**src/rtl/piso_serializer_if.sv**
```systemverilog
// Valid/ready handshake bundle used on both sides of the serializer.
// A transfer happens on a rising clock edge where valid and ready are both 1.
//   data  : payload, DATAWIDTH bits, driven by the master
//   valid : payload valid, driven by the master
//   ready : sink can accept, driven by the slave
interface valid_ready_std_if #(
  parameter int unsigned DATAWIDTH = 8
) ();
  logic [DATAWIDTH-1:0] data;
  logic                 valid;
  logic                 ready;

  modport master (output data, output valid, input ready);
  modport slave  (input data, input valid, output ready);
endinterface

```
**src/rtl/piso_serializer.sv**
```systemverilog
// Parallel-in / serial-out width converter.
// Takes IN_WIDTH-bit words on the din slave port and emits them as
// IN_WIDTH/OUT_WIDTH beats on the dout master port, flagging the final beat
// of each word with last. Back-to-back words stream with no idle cycle.
//
// Ports:
//   clk   : clock, rising edge
//   rst_n : synchronous reset, active HIGH (reset when 1)
//   din   : valid_ready_std_if slave,  DATAWIDTH = IN_WIDTH  (parallel words)
//   dout  : valid_ready_std_if master, DATAWIDTH = OUT_WIDTH (serial beats)
//   last  : current dout beat is the final beat of its word
//
// Build option:
//   PISO_LSB_FIRST_EN : when defined, words leave LSB-first (shift right);
//                       otherwise MSB-first (shift left). Handshake, last and
//                       timing are identical in both modes.
//
// IN_WIDTH must be a multiple of OUT_WIDTH with at least two beats per word.
module piso_serializer #(
  parameter int unsigned IN_WIDTH  = 8,
  parameter int unsigned OUT_WIDTH = 2
) (
  input  logic              clk,
  input  logic              rst_n,
  valid_ready_std_if.slave  din,
  valid_ready_std_if.master dout,
  output logic              last
);

  localparam int unsigned BEATS = IN_WIDTH / OUT_WIDTH;
  localparam int unsigned CNT_W = (BEATS > 2) ? $clog2(BEATS) : 1;

  typedef enum logic {
    S_IDLE = 1'b0,
    S_BUSY = 1'b1
  } state_t;

  state_t              state, state_n;
  logic [IN_WIDTH-1:0] sreg, sreg_n;
  logic [CNT_W-1:0]    cnt, cnt_n;

  logic busy;
  logic last_c;
  logic din_ready_c;
  logic beat_xfer_c;
  logic word_xfer_c;

  // Handshake view of the current state
  assign busy        = (state == S_BUSY);
  assign last_c      = busy && (cnt == CNT_W'(BEATS - 1));
  assign beat_xfer_c = busy && dout.ready;
  // Ready early in the last-beat cycle so the next word follows with no bubble
  assign din_ready_c = !busy || (beat_xfer_c && last_c);
  assign word_xfer_c = din.valid && din_ready_c;

  assign din.ready  = din_ready_c;
  assign dout.valid = busy;
  assign last       = last_c;

`ifdef PISO_LSB_FIRST_EN
  assign dout.data = sreg[OUT_WIDTH-1:0];
`else
  assign dout.data = sreg[IN_WIDTH-1 -: OUT_WIDTH];
`endif

  // State register
  always_ff @(posedge clk) begin
    if (rst_n) begin
      state <= S_IDLE;
      sreg  <= '0;
      cnt   <= '0;
    end else begin
      state <= state_n;
      sreg  <= sreg_n;
      cnt   <= cnt_n;
    end
  end

  // Next-state: load on a word transfer, otherwise advance on a beat transfer
  always_comb begin
    state_n = state;
    sreg_n  = sreg;
    cnt_n   = cnt;

    if (word_xfer_c) begin
      state_n = S_BUSY;
      sreg_n  = din.data;
      cnt_n   = '0;
    end else if (beat_xfer_c) begin
      // Shifting on the last beat too leaves sreg zero once the word is out,
      // so dout.data reads 0 while idle.
`ifdef PISO_LSB_FIRST_EN
      sreg_n = {OUT_WIDTH'(0), sreg[IN_WIDTH-1:OUT_WIDTH]};
`else
      sreg_n = {sreg[IN_WIDTH-OUT_WIDTH-1:0], OUT_WIDTH'(0)};
`endif
      if (last_c) begin
        state_n = S_IDLE;
        cnt_n   = '0;
      end else begin
        cnt_n = cnt + CNT_W'(1);
      end
    end
  end

endmodule

```
**src/flat_wrapper.sv**
```systemverilog
// flat-port wrapper written by rule: the top's interface ports become plain ports
module piso_serializer_flat 
#(
  parameter int unsigned IN_WIDTH  = 8,
  parameter int unsigned OUT_WIDTH = 2
)
  (clk, rst_n, last, din_data, din_valid, din_ready, dout_data, dout_valid, dout_ready);
  valid_ready_std_if #(.DATAWIDTH(8)) din_i ();
  valid_ready_std_if #(.DATAWIDTH(2)) dout_i ();
  input  logic clk;
  input  logic rst_n;
  output logic last;
  input wire logic [$bits(din_i.data)-1:0] din_data;
  input wire logic [$bits(din_i.valid)-1:0] din_valid;
  output wire logic [$bits(din_i.ready)-1:0] din_ready;
  output wire logic [$bits(dout_i.data)-1:0] dout_data;
  output wire logic [$bits(dout_i.valid)-1:0] dout_valid;
  input wire logic [$bits(dout_i.ready)-1:0] dout_ready;
  assign din_i.data = din_data;
  assign din_i.valid = din_valid;
  assign din_ready = din_i.ready;
  assign dout_data = dout_i.data;
  assign dout_valid = dout_i.valid;
  assign dout_i.ready = dout_ready;
  piso_serializer #(.IN_WIDTH(IN_WIDTH), .OUT_WIDTH(OUT_WIDTH)) u_core (.clk(clk), .rst_n(rst_n), .din(din_i), .dout(dout_i), .last(last));
endmodule
```
**config.mk**
```make
export PLATFORM = sky130hd
export DESIGN_NAME = piso_serializer_flat
export DESIGN_NICKNAME = d
export VERILOG_FILES = /design/src/rtl/piso_serializer_if.sv /design/src/rtl/piso_serializer.sv /design/src/flat_wrapper.sv
export SDC_FILE = /design/constraint.sdc
export NUM_CORES = 1
export LEC_CHECK = 0
export BUFFER_PORTS_ARGS = -buffer_cell sky130_fd_sc_hd__buf_2
export CORE_AREA = 2 2 49 51
export CTS_CLUSTER_SIZE = 20
export DETAILED_ROUTE_END_ITERATION = 6
export DIE_AREA = 0 0 51 53
export GPL_ROUTABILITY_DRIVEN = 1
export PLACE_DENSITY = 0.64
export SLEW_MARGIN = 20
export SYNTH_ARGS = -nofsm -noshare
export SYNTH_HDL_FRONTEND = slang
export SYNTH_SLANG_ARGS = --single-unit
```
**constraint.sdc**
```tcl
create_clock -name clk -period 1.3 [get_ports clk]
set_input_delay 0.325 -clock clk [delete_from_list [all_inputs] [get_ports clk]]
set_output_delay 0.325 -clock clk [all_outputs]
set_load 0.05 [all_outputs]
```
==> impl_metrics.ini, run 1 <==
[outcome]
status = finished with violations
violations = setup timing

[die]
std_cell_rows = 17
start_util_pct = 31.68
fp.dieArea_um2 = 2703
die_y_um = 53
die_w_um = 51
core_um2 = 2148
io_pins = 17

[placed_design]
place.gp.congestion = 0.7190
place_hpwl_um = 1070
place_ws_ns = 0.02604
place_inst = 115
portBuffers = 16

[route]
drc = 0
viasPerCell = 5.025
wl_um = 1476
drtIter0Drc = 4
wire_per_inst_um = 12.30
firstDrtPassIters = 4
antenna_left = 0
vias = 603

[setup_path]
path_cells = ha_4 -> a21boi_2 -> inv_2 -> buf_8
crit_end = din_ready
r2r_cells = 6
critPathArrivalTime_ns = 1.15
path_max_fanout = 3
rrSetupSlack_ns = 0.04
cp_slowest_stage_delay_ns = 0.34
worstSetupPathType = reg2out
critPathSlowestCell = dfxtp_2
startpoint_type = flip-flop
worstPathRequired_ns = 0.98
crit_start = u_core.cnt[1]
rr_endpoint = u_core.sreg[0]
r2r-start = u_core.cnt[1]
endpoint_kind = output port

[yosys]
yosysWarnings = 0
syn-num-nets = 85
syn_area_per_cell_um2 = 9.454
synth_edf_count = 0
synth_cell_types = 26
synthArstFlopShare_pct = 0
syn_inst = 72
ys.flop_type = dfxtp_1
netlist_area_um2 = 680.7
ys_seq_area_share_pct = 32.35
synth.top_cell.area_share_pct = 32.35
ys_seq_elements = 11
yosysTopAreaCell = dfxtp_1
synth_area_leaders = dfxtp_1, mux2i_1, mux2_2

[global_route]
grt_first_pass_wirelength_um = 2463
gr-total-overflow = 0
grt.total_usage_pct = 12.62
grt_max_degree = 15
antenna_found_initial = 0
grt_pass1_vias = 560

[timing]
final.min_clock_period_ns = 1.477
finalSetupViolations = 2
timing.fmax_mhz = 677.3
hold_viol = 0
fin_crit_sh_pct = 113.6
setup_tns_ns = -0.3176
max_slew_margin_pct = 83.97
setup_slack_ns = -0.1765
rsz0062_at_grt = true
timing.hold.ws_ns = 0.2621
maxSlewViolCount = 0
finClkSkew_ns = 0.001910
worstMarginPinSlew_ns = 0.2405

[power]
ir_worst_vdd_mv = 0.3868
cellPowerDensity_nw_per_um2 = 956.2
p_leak_nw = 0.4099
finalPower_mw = 0.8339

[run]
drv_cap = 0

[clocking]
cts_buffers = 3
cts_tree = yes
htree_levels = 1
cts_root_buf = clkbuf_4
cts.clk_slew.worst_paths_ns = 0.07
clock_sinks = 11
cts.path.max_buffers = 2
clk-insertion-delay-late_ns = 0.27

[finish]
n_fill_cell = 232
antenna_cells = 0
stdcell_count = 120
nets = 106
regArea_um2 = 226.5
multi_input_area_um2 = 425.4
drive_gt1_share_pct = 42.39
area_growth_pct = 28.12

[hold_path]
hold_class = in2reg
==> cell type report <==
type	instances	share of cell area (%)
Inverter	2	0.8608
Multi-Input combinational cell	52	48.78
Timing Repair Buffer	23	17.36
Clock buffer	4	3.013
Sequential cell	11	25.97
Tap cell	28	4.017
==> flip-flops by register name, indices dropped and copies added (netlist names) <==
name and cells:
u_core.dout.valid 1, u_core.sreg 8, u_core.cnt 2
==> cell families (layout without fill, tap and decap cells) <==
group	after synthesis	after routing	synth area share [%]
buf+inv	9	29	9.558
fa+ha+maj	1	1	1.838
simple gates	20	20	17.65
mux	12	12	18.38
compound gates	19	19	20.22
flops	11	11	32.35
==> worst min-delay path by stage <==
stage                              start             end  depth (start not counted)  slack [ns]
after global routing         din_data[1]  u_core.sreg[1]                          2        0.26
after floorplan              din_data[0]  u_core.sreg[0]                          1        0.45
final                        din_data[1]  u_core.sreg[1]                          2        0.26
after CTS                    din_data[1]  u_core.sreg[1]                          2        0.27
after detailed placement   u_core.cnt[1]   u_core.cnt[1]                          2        0.48
after global placement    u_core.sreg[0]  u_core.sreg[0]                          1        0.48
==> layer usage <==
metal | wire length, um | GRT usage [%]
met5 | 0 | 0
met4 | 39 | 8.108
met3 | 60 | 3.107
met2 | 687 | 19.70
met1 | 689 | 15.41
==> critical path: cells and delay by family (launching register included) <==
| kind | cells | cell delay (ns) |
|---|---|---|
| buffers and inverters | 2 | 0.21 |
| DFF | 1 | 0.34 |
| adders and majority gates | 1 | 0.16 |
| AOI/OAI and AO/OA | 1 | 0.17 |
==> power breakdown <==
part	leakage, nW	total (mW)	switching (mW)	internal, mW
registers	0.0923	0.381	0.0189	0.362
logic	0.303	0.212	0.113	0.0990
clock network	0.0150	0.242	0.123	0.119
total	0.410	0.834	0.254	0.580
==> through the flow <==
stage	utilization, %	cell area [um2]
floorplan	-	685.7
global placement	36.69	788.3
detailed placement	36.69	788.3
CTS	39.72	853.3
global route	40.59	872.1
finish	40.59	872.1
==> timing repair <==
action,in CTS,in global routing
endpoints found under the setup margin,2,8
cloned,0,0
gates resized for setup,9,5
setup buffers,1,1
endpoints found under the hold margin,0,0
pin swaps,1,2
hold buffers,0,0
==> cells in the final DEF (no fill, tap or decap), types with 2 or more instances in the layout <==
| cell type | netlist | final |
|---|---|---|
| mux2_2 | 4 | 4 |
| clkbuf_4 | 1 | 3 |
| buf_4 | 3 | 8 |
| a211o_1 | 2 | 2 |
| o22ai_1 | 4 | 4 |
| dfxtp_1 | 11 | 8 |
| dfxtp_2 | 0 | 2 |
| nor2_1 | 3 | 3 |
| nand2_1 | 3 | 3 |
| a32o_1 | 2 | 2 |
| nor3b_1 | 4 | 3 |
| buf_2 | 0 | 13 |
| or2b_1 | 5 | 5 |
| mux2i_1 | 8 | 8 |
| a211oi_1 | 4 | 4 |
| a21oi_1 | 4 | 4 |
==> synth_stat cells, types with 2 or more instances <==
library cell	n
nor3b_1	4
nand2_1	3
mux2i_1	8
nor2_1	3
a32o_1	2
buf_4	3
mux2_2	4
dfxtp_1	11
a211o_1	2
or2b_1	5
a21oi_1	4
o22ai_1	4
buf_6	2
a211oi_1	4
inv_1	2
No activity file was read; power rests on OpenSTA's default activity.
==> inputs of run 2 (changes only) <==
--- a/config.mk
+++ b/config.mk
@@ -7,7 +7,8 @@
 export LEC_CHECK = 0
 export BUFFER_PORTS_ARGS = -buffer_cell sky130_fd_sc_hd__buf_2
 export CORE_AREA = 2 2 49 51
-export CTS_CLUSTER_SIZE = 20
+export CTS_BUF_LIST = sky130_fd_sc_hd__clkbuf_4
+export CTS_CLUSTER_SIZE = 30
 export DETAILED_ROUTE_END_ITERATION = 6
 export DIE_AREA = 0 0 51 53
 export GPL_ROUTABILITY_DRIVEN = 1
==> impl_metrics.ini, run 2 (synthesis gave the netlist of run 1 again) <==
[outcome]
status = finished with violations
violations = setup timing

[die]
io_pins = 17
fp.dieArea_um2 = 2703
die_w_um = 51
die_y_um = 53
std_cell_rows = 17
core_um2 = 2148
start_util_pct = 31.68

[finish]
design_area_um2 = 875.8
mostFrequentLayoutCells = buf_2, mux2i_1, buf_4, dfxtp_1, or2b_1
largest_reg_flops = 8
stdcell_count = 120
top_register = u_core.sreg
area_growth_pct = 28.68
nets = 106
drive_gt1_share_pct = 43.48
final_common_cell = buf_2
antenna_cells = 0
n_fill_cell = 231

[placed_design]
place_hpwl_um = 1070
portBuffers = 16
place.gp.congestion = 0.7190
dpl_cell_area_um2 = 788.3
place_ws_ns = 0.02604
place_inst = 115

[global_route]
grt.total_usage_pct = 12.62
grt_first_pass_wirelength_um = 2463
gr-total-overflow = 0
grt_use_met3_pct = 3.107
grt_use_met2_pct = 19.70
antenna_found_initial = 0
grt_max_degree = 15
gr-usage-met1_pct = 15.41
grt_pass1_vias = 560
grt-busiest-layer = met2

[timing]
worstMarginPinSlew_ns = 0.2408
setup_slack_ns = -0.1764
finalSetupViolations = 2
finClkSkew_ns = 0.0004966
max_slew_margin_pct = 83.95
rsz0062_at_grt = true
hold_viol = 0
timing.fmax_mhz = 677.3
maxSlewViolCount = 0
fin_crit_sh_pct = 113.6
final.min_clock_period_ns = 1.476
setup_tns_ns = -0.3173

[setup_path]
startpoint_type = flip-flop
worstSetupPathType = reg2out
rrSetupSlack_ns = 0.04
rr_endpoint = u_core.sreg[0]
endpoint_kind = output port
critPathArrivalTime_ns = 1.15
r2r_cells = 6
worstPathRequired_ns = 0.98
r2r-start = u_core.cnt[1]
path_max_fanout = 3

[hold_path]
hp-start = din_data[1]
min_path_cells = 2
hold_class = in2reg
worstHoldEndpoint = u_core.sreg[1]

[clocking]
cts_root_buf = clkbuf_4
cts.path.max_buffers = 2
htree_levels = 1
cts_tree = yes
cts.clk_slew.worst_paths_ns = 0.07
ctsHoldBuffers = 0
clock_sinks = 11
cts_buffers = 3
clk-insertion-delay-late_ns = 0.27

[route]
antenna_left = 0
drc = 0
wire_per_inst_um = 12.35
vias = 600
firstDrtPassIters = 4
viasPerCell = 5.000
drtIter0Drc = 3
wl_um = 1482

[power]
finalPower_mw = 0.8561
ir_worst_vdd_mv = 0.3869
cellPowerDensity_nw_per_um2 = 977.5
p_leak_nw = 0.4133

[run]
drv_cap = 0
[run 2: cell counts in the layout (fill, tap and decap cells not counted)]
No cell type changed its count.
[run 2: worst max path at each step]
stage / from / to / cells after the start
after floorplan: u_core.cnt[0] / u_core.cnt[1] / 4
after global placement: u_core.cnt[0] / u_core.sreg[2] / 5
after detailed placement: u_core.cnt[0] / din_ready / 4
after CTS: u_core.cnt[0] / din_ready / 4
after global routing: u_core.cnt[1] / din_ready / 4
final: u_core.cnt[1] / din_ready / 4
[run 2: final cells by class]
cell class	count	area (um2)	area share, %
multi-input combinational	52	425.4	48.57
sequential	11	226.5	25.86
timing repair buffer	23	151.4	17.29
tap	28	35.03	4.000
clock buffer	4	30.03	3.429
inverter	2	7.507	0.8571
[run 2: timing repair]
| item | CTS | global route |
|---|---|---|
| pin swaps | 1 | 2 |
| gates resized for setup | 9 | 5 |
| endpoints found under the setup margin | 2 | 8 |
| setup buffers | 1 | 1 |
| hold endpoints to repair | 0 | 0 |
[run 2: routing by layer]
layer	part of all wire [%]	wire length (um)
met2	47	694
met5	0	0
met3	4.0	60
met4	2.6	39
met1	46	687
[run 2: worst max-delay path, cell delays in order (launching register included)]
cell and delay (ns):
dfxtp_2 0.34, ha_4 0.16, a21boi_2 0.17, inv_2 0.06, buf_8 0.15
[run 2: stage by stage]
step	hold slack, ns	util [%]
finish	0.2623	40.77
CTS	0.2677	39.90
floorplan	0.4508	-
global placement	0.4796	36.69
global route	0.2630	40.77
detailed placement	0.4827	36.69
[run 2: report_power, final]
| group | internal (mW) | switching, mW | leakage, nW |
|---|---|---|---|
| sequential | 0.362 | 0.0189 | 0.0923 |
| clock | 0.140 | 0.124 | 0.0184 |
| combinational | 0.0990 | 0.112 | 0.303 |
| total | 0.601 | 0.255 | 0.413 |
